File: src/rtl/yutorina_ctrl_stage_pkg.sv
// Shared definitions for the Yutorina control (commit) stage.
// Holds exception codes, control-op codes, control-register addresses,
// STATUS bit positions and the stage state encoding.
package yutorina_ctrl_stage_pkg;

  typedef enum logic [2:0] {
    EXP_NONE             = 3'd0,
    EXP_INT              = 3'd1,
    EXP_UNDEF_INSN       = 3'd2,
    EXP_OVERFLOW         = 3'd3,
    EXP_LOAD_MISS_ALIGN  = 3'd4,
    EXP_STORE_MISS_ALIGN = 3'd5,
    EXP_TRAP             = 3'd6
  } exp_code_e;

  typedef enum logic [1:0] {
    CTRL_NONE = 2'd0,
    CTRL_WRCR = 2'd1,
    CTRL_ERET = 2'd2
  } ctrl_op_e;

  localparam logic [1:0] CR_STATUS = 2'd0;
  localparam logic [1:0] CR_CAUSE  = 2'd1;
  localparam logic [1:0] CR_EPC    = 2'd2;
  localparam logic [1:0] CR_VECTOR = 2'd3;

  localparam int STATUS_IE  = 0;
  localparam int STATUS_PIE = 1;

  typedef enum logic {
    ST_RUN   = 1'b0,
    ST_FLUSH = 1'b1
  } state_e;

  // Exception vectors are word aligned; the two low bits never hold state.
  function automatic logic [31:0] vector_align(input logic [31:0] v);
    return {v[31:2], 2'b00};
  endfunction

endpackage

File: src/rtl/yutorina_ctrl_regs.sv
// Control-register file of the commit stage: STATUS, CAUSE, EPC, VECTOR.
// Ports:
//   clk, rst        clock, asynchronous active-low reset
//   exp_take        exception taken this cycle (highest priority update)
//   exp_code        code recorded into CAUSE
//   exp_pc          PC recorded into EPC
//   cr_we           CR write (CTRL_WRCR commit)
//   cr_w_addr/data  CR write address / value
//   eret            ERET commit: IE <= PIE
//   cr_r_addr/data  combinational read port (no same-cycle bypass)
//   ie, epc, vector current values used by the top-level decision logic
module yutorina_ctrl_regs
  import yutorina_ctrl_stage_pkg::*;
(
  input  logic        clk,
  input  logic        rst,
  input  logic        exp_take,
  input  logic [2:0]  exp_code,
  input  logic [31:0] exp_pc,
  input  logic        cr_we,
  input  logic [1:0]  cr_w_addr,
  input  logic [31:0] cr_w_data,
  input  logic        eret,
  input  logic [1:0]  cr_r_addr,
  output logic [31:0] cr_r_data,
  output logic        ie,
  output logic [31:0] epc,
  output logic [31:0] vector
);

  logic        ie_q, pie_q;
  logic [31:0] cause_q, epc_q, vector_q;

  always_ff @(posedge clk or negedge rst) begin
    if (!rst) begin
      ie_q     <= 1'b0;
      pie_q    <= 1'b0;
      cause_q  <= '0;
      epc_q    <= '0;
      vector_q <= '0;
    end else if (exp_take) begin
      // An exception preempts any control op carried by the same entry.
      pie_q   <= ie_q;
      ie_q    <= 1'b0;
      cause_q <= {29'b0, exp_code};
      epc_q   <= exp_pc;
    end else if (eret) begin
      ie_q <= pie_q;
    end else if (cr_we) begin
      case (cr_w_addr)
        CR_STATUS: begin
          ie_q  <= cr_w_data[STATUS_IE];
          pie_q <= cr_w_data[STATUS_PIE];
        end
        CR_CAUSE:  cause_q  <= cr_w_data;
        CR_EPC:    epc_q    <= cr_w_data;
        default:   vector_q <= vector_align(cr_w_data);
      endcase
    end
  end

  always_comb begin
    cr_r_data = '0;
    case (cr_r_addr)
      CR_STATUS: cr_r_data = {30'b0, pie_q, ie_q};
      CR_CAUSE:  cr_r_data = cause_q;
      CR_EPC:    cr_r_data = epc_q;
      default:   cr_r_data = vector_q;
    endcase
  end

  assign ie     = ie_q;
  assign epc    = epc_q;
  assign vector = vector_q;

endmodule

File: src/rtl/yutorina_ctrl_stage.sv
// Final (commit) stage of the Yutorina CPU.
// Performs GPR write-back, takes exceptions/interrupts at instruction
// boundaries, executes CR writes and ERET, and issues a registered
// one-cycle flush with a redirect PC.
// Ports:
//   clk, rst (async, active-low)
//   mem_*        memory-stage pipeline registers (mem_en_, mem_gpr_we_ active-low)
//   irq          level interrupt request
//   cr_r_addr/cr_r_data  CR read port for the execute stage
//   gpr_we_/gpr_w_addr/gpr_w_data  register-file write port (combinational)
//   flush/new_pc registered redirect to fetch
module yutorina_ctrl_stage
  import yutorina_ctrl_stage_pkg::*;
(
  input  logic        clk,
  input  logic        rst,
  input  logic        mem_en_,
  input  logic [31:0] mem_pc,
  input  logic [4:0]  mem_w_addr,
  input  logic [31:0] mem_w_data,
  input  logic        mem_gpr_we_,
  input  logic [2:0]  mem_exp_code,
  input  logic [1:0]  mem_ctrl_op,
  input  logic [31:0] mem_out,
  input  logic        irq,
  input  logic [1:0]  cr_r_addr,
  output logic [31:0] cr_r_data,
  output logic        gpr_we_,
  output logic [4:0]  gpr_w_addr,
  output logic [31:0] gpr_w_data,
  output logic        flush,
  output logic [31:0] new_pc
);

  state_e      state_q, state_d;
  logic        flush_q;
  logic [31:0] new_pc_q, new_pc_d;

  logic        commit, take_exp, normal, do_eret, do_wrcr, redirect;
  logic [2:0]  exp_code;
  logic        ie;
  logic [31:0] epc, vector;

  // Entries arriving while in FLUSH are wrong-path and are dropped here.
  assign commit = !mem_en_ && (state_q == ST_RUN);

  // Upstream exceptions outrank the interrupt; irq is only looked at on commit.
  always_comb begin
    exp_code = EXP_NONE;
    if (mem_exp_code != EXP_NONE) exp_code = mem_exp_code;
    else if (irq && ie)           exp_code = EXP_INT;
  end

  assign take_exp = commit && (exp_code != EXP_NONE);
  assign normal   = commit && !take_exp;
  assign do_eret  = normal && (mem_ctrl_op == CTRL_ERET);
  assign do_wrcr  = normal && (mem_ctrl_op == CTRL_WRCR);
  assign redirect = take_exp || do_eret;

  // Write port reads as idle (1/0/0) whenever nothing is retiring normally.
  assign gpr_we_    = normal ? mem_gpr_we_ : 1'b1;
  assign gpr_w_addr = normal ? mem_w_addr  : 5'b0;
  assign gpr_w_data = normal ? mem_out     : 32'b0;

  yutorina_ctrl_regs u_regs (
    .clk       (clk),
    .rst       (rst),
    .exp_take  (take_exp),
    .exp_code  (exp_code),
    .exp_pc    (mem_pc),
    .cr_we     (do_wrcr),
    .cr_w_addr (mem_w_addr[1:0]),
    .cr_w_data (mem_w_data),
    .eret      (do_eret),
    .cr_r_addr (cr_r_addr),
    .cr_r_data (cr_r_data),
    .ie        (ie),
    .epc       (epc),
    .vector    (vector)
  );

  always_comb begin
    state_d  = state_q;
    new_pc_d = new_pc_q;
    case (state_q)
      ST_RUN: begin
        if (redirect) begin
          state_d  = ST_FLUSH;
          // Pre-edge VECTOR/EPC: a CR write in the previous cycle is visible.
          new_pc_d = take_exp ? vector : epc;
        end
      end
      default: state_d = ST_RUN;
    endcase
  end

  always_ff @(posedge clk or negedge rst) begin
    if (!rst) begin
      state_q  <= ST_RUN;
      flush_q  <= 1'b0;
      new_pc_q <= '0;
    end else begin
      state_q  <= state_d;
      flush_q  <= (state_d == ST_FLUSH);
      new_pc_q <= new_pc_d;
    end
  end

  assign flush  = flush_q;
  assign new_pc = new_pc_q;

endmodule
File: config.mk
export PLATFORM = sky130hd
export DESIGN_NAME = yutorina_ctrl_stage
export DESIGN_NICKNAME = d
export VERILOG_FILES = /design/src/rtl/yutorina_ctrl_stage_pkg.sv /design/src/rtl/yutorina_ctrl_regs.sv /design/src/rtl/yutorina_ctrl_stage.sv
export SDC_FILE = /design/constraint.sdc
export NUM_CORES = 1
export LEC_CHECK = 0
export ABC_AREA = 1
export BUFFER_PORTS_ARGS = -buffer_cell sky130_fd_sc_hd__buf_2
export CAP_MARGIN = 20
export CORE_ASPECT_RATIO = 1.25
export CORE_MARGIN = 2
export CORE_UTILIZATION = 45
export DETAILED_ROUTE_END_ITERATION = 16
export PLACE_DENSITY = 0.72
export SYNTH_ARGS = -nofsm -noshare
export SYNTH_HDL_FRONTEND = slang
export SYNTH_SLANG_ARGS = --single-unit
File: constraint.sdc
create_clock -name clk -period 2.6 [get_ports clk]
set_input_delay 0.39 -clock clk [delete_from_list [all_inputs] [get_ports clk]]
set_output_delay 0.39 -clock clk [all_outputs]
set_load 0.005 [all_outputs]
**Word level (Yosys, flattened, before mapping)**

Index checks and enable logic that the tools add are counted.

- Register bits: 129
- Input bits: 113
- Output and inout port bits: 103
- Word-level logic and storage cells: 69

- Bitwise operators: 4
- Reductions and logical operators: 26
- Equality and inequality tests: 7
- Multiplexer cells: 25

Operators with widths:

| operator | count |
|---|---|
| 32-bit two-way mux | 10 |
| 32-bit case mux with 3 select lines | 1 |
| 1-bit two-way mux | 12 |
| 3-bit nonzero test | 4 |
| 3-bit AND reduction | 3 |
| 2-bit nonzero test | 4 |
| 2-bit by 1-bit == test with 1-bit output, second input constant | 3 |
| 2-bit == test, second input constant | 3 |
| 1-bit logical AND | 6 |
| 5-bit two-way mux | 1 |
| 2-bit logical NOT | 2 |
| 1-bit NOT | 4 |
| 2-bit AND reduction | 2 |
| 4-bit AND reduction | 1 |
| 3-bit two-way mux | 1 |
| 3-bit OR reduction | 1 |
| 1-bit logical NOT | 2 |
| 2-bit inequality test, second input constant | 1 |
| 1-bit logical OR | 1 |

**Longest topological paths before layout**

Gate-level depths: netlist (run 1).

- Depth in word-level cells: 11
- Mapped depth: 11

**Hierarchy**

A second synthesis (run 1) with hierarchy kept.

- Cell total of the unflattened synthesis: 1,010
- Area total of the unflattened synthesis: 7,045.5 sq um

By module, submodules not included:

| module | area each (sq um) | cells each | times used |
|---|---|---|---|
| yutorina_ctrl_regs | 4,929.7 | 668 | 1 |
| yutorina_ctrl_stage | 2,115.8 | 342 | 1 |

**Worst setup path before layout (run 1)**

No wires, ideal clock.

- Kind: input -> output
- Start point: in mem_exp_code[1]
- End point: out gpr_we_
- Arrival time: 1.200 ns
- Path buffers: 1
- Stages on the path: 6
- Slack: 1.010 ns
- Path through: nor2_2 nand3_2 nor2_2 inv_1 buf_2 or2_2

- Cells in the longest elaborated chain, start to end: 7

Ends and longest elaborated chain:

| element | line | source |
|---|---|---|
| from (decl) | yutorina_ctrl_stage.sv:22 | `input logic [2:0] mem_exp_code,` |
| 3-bit nonzero test | yutorina_ctrl_stage.sv:50 | `if (mem_exp_code != EXP_NONE) exp_code = mem_exp_code;` |
| 3-bit two-way mux (*) | yutorina_ctrl_stage.sv:50 |  |
| 3-bit nonzero test (*) | yutorina_ctrl_stage.sv:54 | `assign take_exp = commit && (exp_code != EXP_NONE);` |
| 1-bit logical AND (*) | yutorina_ctrl_stage.sv:54 |  |
| 1-bit logical NOT (*) | yutorina_ctrl_stage.sv:55 | `assign normal = commit && !take_exp;` |
| 1-bit logical AND (*) | yutorina_ctrl_stage.sv:55 |  |
| 1-bit two-way mux (*) | yutorina_ctrl_stage.sv:61 | `assign gpr_we_ = normal ? mem_gpr_we_ : 1'b1;` |
| to (decl) | yutorina_ctrl_stage.sv:28 | `output logic gpr_we_,` |

Every way passes the cells marked *; elsewhere a longest branch is shown, timed or not.

**Worst setup path after layout (run 1)**

- Start point: reg u_regs.ie_q (netlist: u_regs.ie)
- End point: out gpr_w_data[14]

- Cells in the longest elaborated chain, start to end: 8

Ends and longest elaborated chain:

| element | line | source |
|---|---|---|
| from (decl) | yutorina_ctrl_regs.sv:31 | `logic ie_q, pie_q;` |
| from (signal assigned) | yutorina_ctrl_regs.sv:48 | `ie_q <= pie_q;` |
| from (signal assigned) | yutorina_ctrl_regs.sv:52 | `ie_q <= cr_w_data[STATUS_IE];` |
| 1-bit logical AND | yutorina_ctrl_stage.sv:51 | `else if (irq && ie) exp_code = EXP_INT;` |
| 1-bit two-way mux | yutorina_ctrl_stage.sv:51 |  |
| 3-bit two-way mux | yutorina_ctrl_stage.sv:50 |  |
| 3-bit nonzero test | yutorina_ctrl_stage.sv:54 |  |
| 1-bit logical AND | yutorina_ctrl_stage.sv:54 |  |
| 1-bit logical NOT | yutorina_ctrl_stage.sv:55 |  |
| 1-bit logical AND | yutorina_ctrl_stage.sv:55 |  |
| 32-bit two-way mux | yutorina_ctrl_stage.sv:63 | `assign gpr_w_data = normal ? mem_out : 32'b0;` |
| to (decl) | yutorina_ctrl_stage.sv:30 | `output logic [31:0] gpr_w_data,` |

Every way passes these cells.

==> flow_metrics.env, run 1 <==
export IMPL_dpl_hpwl_mm=12.67
export IMPL_ys_flop_type="dfrtp_1"
export IMPL_status="complete, no violations"
export IMPL_hp_class="in2reg"
export IMPL_yosys_area_top_type="dfrtp_1"
export IMPL_cts_tree="yes"
export IMPL_synthArstFlopShare_pct=100.0
export IMPL_wl_mm=18.74
export IMPL_syn_area_per_cell_um2=7.271
export IMPL_ys_types=23
export IMPL_cp_slowest_cell="dfrtp_1"
export IMPL_synth_top_area_share_pct=48.73
export IMPL_finalClockSkew_ns=0.007930
export IMPL_drv_cap=0
export IMPL_cts_root_buf="clkbuf_16"
export IMPL_tns_ns=0
export IMPL_r2r_start="u_regs.ie$_DFFE_PN0P_"
export IMPL_place_ws_ns=0.5446
export IMPL_synthTopCellsByArea="dfrtp_1 (49%), nand2_1 (21%), inv_1 (8.1%), o21ai_0 (6.0%), o221ai_1 (4.2%)"
export IMPL_slew_viol_final=0
export IMPL_ant_nets=0
export IMPL_ir_drop_uv=504.3
export IMPL_register_area_um2=3228
export IMPL_postCtsSetupRepairBufs=0
export IMPL_die_y_um=139.6
export IMPL_core_um2=14410
export IMPL_ff2ff_path_depth=8
export IMPL_finalNonFillerCells=1304
export IMPL_wl_per_cell_um=14.37
export IMPL_vias=6387
export IMPL_end_kind="primary output"
export IMPL_grt_max_degree=57
export IMPL_dr_wl_met2_mm=9.406
export IMPL_cts_htree_levels=4
export IMPL_wl_met3_mm=1.000
export IMPL_drt_met1_wl_mm=7.905
export IMPL_synth_commonest_cells="nand2_1 (364), inv_1 (143), dfrtp_1 (129)"
export IMPL_dr_max_layer_used="met4"
export IMPL_clock_sinks=129
export IMPL_place_inst=1271
export IMPL_cp_data_required_time_ns=2.21
export IMPL_final_area_um2=8417
export IMPL_r2r_end="u_regs.epc[3]$_DFFE_PN0P_"
export IMPL_num_rows=49
export IMPL_num_fill_cells=1436
export IMPL_die_w_um=112.5
export IMPL_syn_nets=1024
export IMPL_layout_setup_ws_ns=0.2704
export IMPL_crit_type="reg2out"
export IMPL_drt_iter0_markers=435
export IMPL_grt_pass1_wl_mm=30.16
export IMPL_n_antenna_cell=0
export IMPL_crit_buf_inv=3
export IMPL_finalCritPeriodShare_pct=89.60
export IMPL_ys_seq_area_share_pct=48.73
export IMPL_hold_violations=0
export IMPL_drive_gt1_share_pct=24.60
export IMPL_post_cts_resized=0
export IMPL_dr_pass1_iters=5
export IMPL_fin_crit_ns=2.330
export IMPL_cts_path_max_buffers=2
export IMPL_grt_total_usage_pct=24.24
export IMPL_overflow=0
export IMPL_antenna_found_initial=0
export IMPL_fmax_mhz=429.3
export IMPL_hold_depth=3
export IMPL_cp_top_family="buffers and inverters"
export IMPL_whs_ns=0.2149
export IMPL_setup_viol=0
export IMPL_leakage_nw=4.811
export IMPL_synth_edff_count=0
export IMPL_rsz0062_at_grt="false"
export IMPL_synth_cells=911
export IMPL_path_max_fanout=28
export IMPL_synth_seq_cells=129
export IMPL_min_from="mem_w_data[13]"
export IMPL_synth_most_common_cell="nand2_1"
export IMPL_startpoint_type="flip-flop"
export IMPL_pin_count=216
export IMPL_cts_buffers=17
export IMPL_clkLatencyLatePin_ns=0.42
export IMPL_port_buffers=215
export IMPL_cp_arrival_ns=1.94
export IMPL_die_area_um2=15710
export IMPL_place_congestion=0.8670
export IMPL_crit_chain="nand2_1 -> nand3_2 -> nor2_2 -> inv_1 -> buf_4 -> nor2_1 -> buf_2"
export IMPL_hold_end="u_regs.vector[13]$_DFFE_PN0P_"
export IMPL_area_growth_pct=27.07
export IMPL_r2r_slack_ns=0.77
export IMPL_grt_pass1_vias=6063
export IMPL_syn_area_um2=6624
export IMPL_power_per_cell_area_nw_per_um2=714.8
export IMPL_drc_errors=0
export IMPL_slew_headroom_pct=48.19
export IMPL_cp_slowest_stage_delay_ns=0.45
export IMPL_via_per_inst=4.898
export IMPL_clkSlewWorstSetupHoldPaths_ns=0.06
export IMPL_initial_utilization_pct=45.97
export IMPL_multiInputGateArea_um2=2570
export IMPL_tightest_slew_ns=0.7760
export IMPL_placed_cell_area_um2=7815
export IMPL_yosys_warnings=0
export IMPL_nets=1226
-- how the worst max path moves through the flow --
stage | startpoint | endpoint | depth (start not counted)
after floorplan | mem_exp_code[1] | gpr_we_ | 6
after global placement | cr_r_addr[1] | cr_r_data[30] | 7
after detailed placement | cr_r_addr[1] | cr_r_data[30] | 7
after CTS | u_regs.ie$_DFFE_PN0P_ | gpr_w_data[14] | 7
final | u_regs.ie$_DFFE_PN0P_ | gpr_w_data[14] | 7
after global routing | u_regs.ie$_DFFE_PN0P_ | gpr_w_data[5] | 7
-- cell usage in the layout, fill, tap and decap left out --
cell | netlist | final
buf_6 | 7 | 1
nand3_2 | 1 | 1
nand2_2 | 3 | 3
o21ai_1 | 43 | 43
clkinvlp_4 | 0 | 2
o21ai_0 | 80 | 80
buf_4 | 3 | 16
nor2_4 | 1 | 1
nand3_1 | 11 | 11
dlygate4sd3_1 | 0 | 1
nand2_1 | 364 | 363
nand4_1 | 1 | 1
inv_1 | 143 | 143
dfrtp_1 | 129 | 129
clkbuf_1 | 17 | 2
buf_12 | 0 | 2
nand2_4 | 0 | 1
nor2_2 | 2 | 3
o211ai_1 | 2 | 2
clkbuf_16 | 0 | 17
or2_2 | 1 | 1
nor2_1 | 42 | 41
inv_2 | 4 | 4
a21oi_1 | 1 | 1
clkinv_2 | 0 | 4
o221ai_1 | 32 | 32
buf_2 | 22 | 214
bufinv_16 | 0 | 2
inv_6 | 0 | 1
clkbuf_8 | 0 | 4
-- where the power goes --
group | total (mW) | internal, mW | leakage [nW] | switching [mW]
Combinational | 1.13 | 0.453 | 2.85 | 0.681
Sequential | 2.50 | 2.33 | 1.67 | 0.170
Clock | 2.38 | 1.51 | 0.289 | 0.874
Total | 6.02 | 4.29 | 4.81 | 1.72
-- area by class of cell --
cell class	count	share of cell area (%)
Clock buffer	23	5.798
Clock inverter	9	1.234
Inverter	147	6.556
Multi-Input combinational cell	584	30.53
Sequential cell	129	38.35
Tap cell	178	2.646
Timing Repair Buffer	234	14.88
-- metal layers --
layer / track usage [%] / up-vias
met5: 0 / -
met3: 5.270 / 35
li1: - / 3215
met2: 41.19 / 203
met4: 9.050 / 0
met1: 30.31 / 2934
-- what timing repair did --
item,in CTS,in global routing
hold buffers,1,0
endpoints found under the setup margin,0,0
endpoints found under the hold margin,53,0
-- cell families (layout without fill, tap and decap cells) --
| kind of cell | Yosys count | count (layout) | synth area share, % |
|---|---|---|---|
| simple gates | 426 | 426 | 24.82 |
| buf+inv | 198 | 413 | 12.62 |
| flops | 129 | 129 | 48.73 |
| compound gates | 158 | 158 | 13.83 |
-- flip-flops by register name, indices dropped and copies added, names as in the netlist --
name            flops
u_regs.cause_q     32
new_pc             32
u_regs.pie_q        1
flush               1
u_regs.ie           1
u_regs.epc         32
u_regs.vector      30
-- metrics by stage --
step	power, mW	utilization [%]
floorplan	3.169	-
global placement	3.640	54.24
detailed placement	3.670	54.24
CTS	6.086	58.42
global route	6.361	58.42
finish	6.016	58.42
-- worst min-delay path: cells and delay by family --
family / cells / cell delay (ns)
AO/OA/AOI/OAI: 1 / 0.06
buffers and inverters: 2 / 0.14
(Power assumes the default switching activity.)
==> run 2, diff against run 1 <==
- PLACE_DENSITY: 0.72 -> 0.71
- SYNTH_HIERARCHICAL: unset -> 1
==> run 2 against run 1 <==
Critical path depth unchanged. Register-to-register slack got worse by 0.28 ns. Combinational power decreased by 9.7%. Sequential cell count unchanged. Core utilization decreased by 1.2 points. Non-clock buffer count increased by 9. Routed wire length increased by 15%. Global-route usage increased by 2.4 points. Setup slack improved by 0.021 ns. Sequential share of layout area decreased by 1.9 points. Highest routed layer unchanged. Via count increased by 14%.
==> flow_metrics.env, run 2 <==
export IMPL_status="complete, no violations"
export IMPL_syn_area_um2=7046
export IMPL_hp_class="in2reg"
export IMPL_cts_root_buf="clkbuf_16"
export IMPL_hold_violations=0
export IMPL_core_um2=15440
export IMPL_drv_cap=0
export IMPL_overflow=0
export IMPL_cp_arrival_ns=1.92
export IMPL_grt_pass1_wl_mm=34.29
export IMPL_synth_most_common_cell="nand2_1"
export IMPL_layout_commonest_cell="nand2_1"
export IMPL_end_kind="primary output"
export IMPL_slew_viol_final=0
export IMPL_cts_buffers=17
export IMPL_port_buffers=215
export IMPL_area_growth_pct=25.52
export IMPL_initial_utilization_pct=45.62
export IMPL_yosys_warnings=6
export IMPL_ant_nets=0
export IMPL_dpl_hpwl_mm=14.48
export IMPL_syn_area_per_cell_um2=6.976
export IMPL_grt_max_degree=66
export IMPL_synth_cells=1010
export IMPL_wl_mm=21.47
export IMPL_clkLatencyLatePin_ns=0.42
export IMPL_slew_headroom_pct=57.92
export IMPL_wl_per_cell_um=15.04
export IMPL_nets=1315
export IMPL_die_w_um=115.9
export IMPL_yosys_area_top_type="dfrtp_1"
export IMPL_num_rows=51
export IMPL_tns_ns=0
export IMPL_finalCritPeriodShare_pct=88.79
export IMPL_pin_count=216
export IMPL_die_area_um2=16680
export IMPL_final_cell_mix="nand2_1 (443), buf_2 (214), nand3_1 (133)"
export IMPL_ys_types=23
export IMPL_fmax_mhz=433.2
export IMPL_drt_iter0_markers=565
export IMPL_rsz0062_at_grt="false"
export IMPL_antenna_found_initial=0
export IMPL_path_max_fanout=38
export IMPL_synthTopCellsByArea="dfrtp_1 (46%), nand2_1 (24%), nand3_1 (9.4%), inv_1 (4.4%), buf_2 (3.1%)"
export IMPL_ys_flop_type="dfrtp_1"
export IMPL_setup_viol=0
export IMPL_postCtsSetupRepairBufs=0
export IMPL_cts_htree_levels=4
export IMPL_vias=7258
export IMPL_crit_type="reg2out"
export IMPL_synthArstFlopShare_pct=100.0
export IMPL_fin_crit_ns=2.308
export IMPL_power_mw=5.757
export IMPL_drc_errors=0
export IMPL_finalClockSkew_ns=0.007349
export IMPL_grt_total_usage_pct=26.64
export IMPL_leakage_nw=5.242
export IMPL_cts_path_max_buffers=2
export IMPL_cts_tree="yes"
export IMPL_grt_pass1_vias=6815
export IMPL_die_y_um=143.9
export IMPL_synth_commonest_cells="nand2_1 (443), nand3_1 (133), dfrtp_1 (129)"
export IMPL_n_antenna_cell=0
export IMPL_startpoint_type="flip-flop"
export IMPL_via_per_inst=5.086
export IMPL_ys_seq_area_share_pct=45.82
export IMPL_power_per_cell_area_nw_per_um2=651.0
export IMPL_synth_top_area_share_pct=45.82
export IMPL_cp_data_required_time_ns=2.21
export IMPL_tightest_slew_ns=0.6313
export IMPL_drive_gt1_share_pct=23.79
export IMPL_synth_seq_cells=129
export IMPL_clock_sinks=129
export IMPL_place_congestion=0.8237
export IMPL_synth_edff_count=0
export IMPL_dr_pass1_iters=5
export IMPL_clkSlewWorstSetupHoldPaths_ns=0.06
export IMPL_ir_drop_uv=450.3
run 2: path summary, 6_finish.rpt:
kind | start | to | cells after the start | slack [ns]
max | u_regs/ie$_DFFE_PN0P_ | gpr_we_ | 7 | 0.29
min reg2reg | new_pc[22]$_DFFE_PN0P_ | new_pc[22]$_DFFE_PN0P_ | 2 | 0.47
max in group asynchronous | rst | u_regs/cause_q[12]$_DFFE_PN0P_ | 3 | 1.26
max reg2reg | u_regs/ie$_DFFE_PN0P_ | u_regs/vector[14]$_DFFE_PN0P_ | 10 | 0.49
min | mem_w_data[2] | u_regs/vector[2]$_DFFE_PN0P_ | 3 | 0.22
min in group asynchronous | rst | new_pc[5]$_DFFE_PN0P_ | 2 | 0.49
run 2: metrics by stage:
step	utilization, %	cell area (µm²)	hold slack (ns)	worst slack [ns]	instances
after floorplan	-	7049	0.09441	0.7542	1011
after global placement	53.48	8259	0.3866	0.5602	1394
after detailed placement	53.48	8259	0.3856	0.4641	1394
after CTS	57.27	8843	0.2119	0.2689	1427
after global routing	57.27	8843	0.2322	0.1719	1427
final	57.27	8843	0.2213	0.2915	1427
run 2: cell type report:
type | count | area (µm²)
timing repair buffer | 243 | 1320
clock inverter | 10 | 110.1
multi-input combinational | 728 | 3143
fill | 1534 | 6599
sequential | 129 | 3228
inverter | 83 | 312.8
tap | 212 | 265.3
clock buffer | 22 | 464.2
run 2: logic make-up after synthesis:
kind of cell,count (synthesis),share of synthesized area (%)
AOI/OAI and AO/OA,64,4.795
DFF,129,45.82
buffers and inverters,154,9.945
other,1,0.05323
and+or+nand+nor,662,39.39
run 2: repair_timing:
item,4_1_cts,5_1_grt
setup endpoints to repair,0,0
hold buffers,1,0
gates resized for setup,0,0
hold endpoints to repair,56,0
run 2: critical path, stage by stage, from the launching register on:
cell     delay, ns
dfrtp_1       0.42
nand2_1       0.13
nand2_1       0.07
nor2_2        0.17
nand2_2       0.09
buf_4         0.24
or2_1         0.24
buf_2         0.12
run 2: power breakdown:
part	switching, mW	total, mW	internal (mW)
Clock	0.872	2.32	1.45
Sequential	0.163	2.41	2.25
Combinational	0.621	1.02	0.401
run 2: routing by layer:
metal / GRT usage [%] / wire length [µm]
met5: 0 / 0
met4: 9.023 / 523
met3: 5.399 / 1340
met2: 43.58 / 10560
met1: 35.26 / 9041
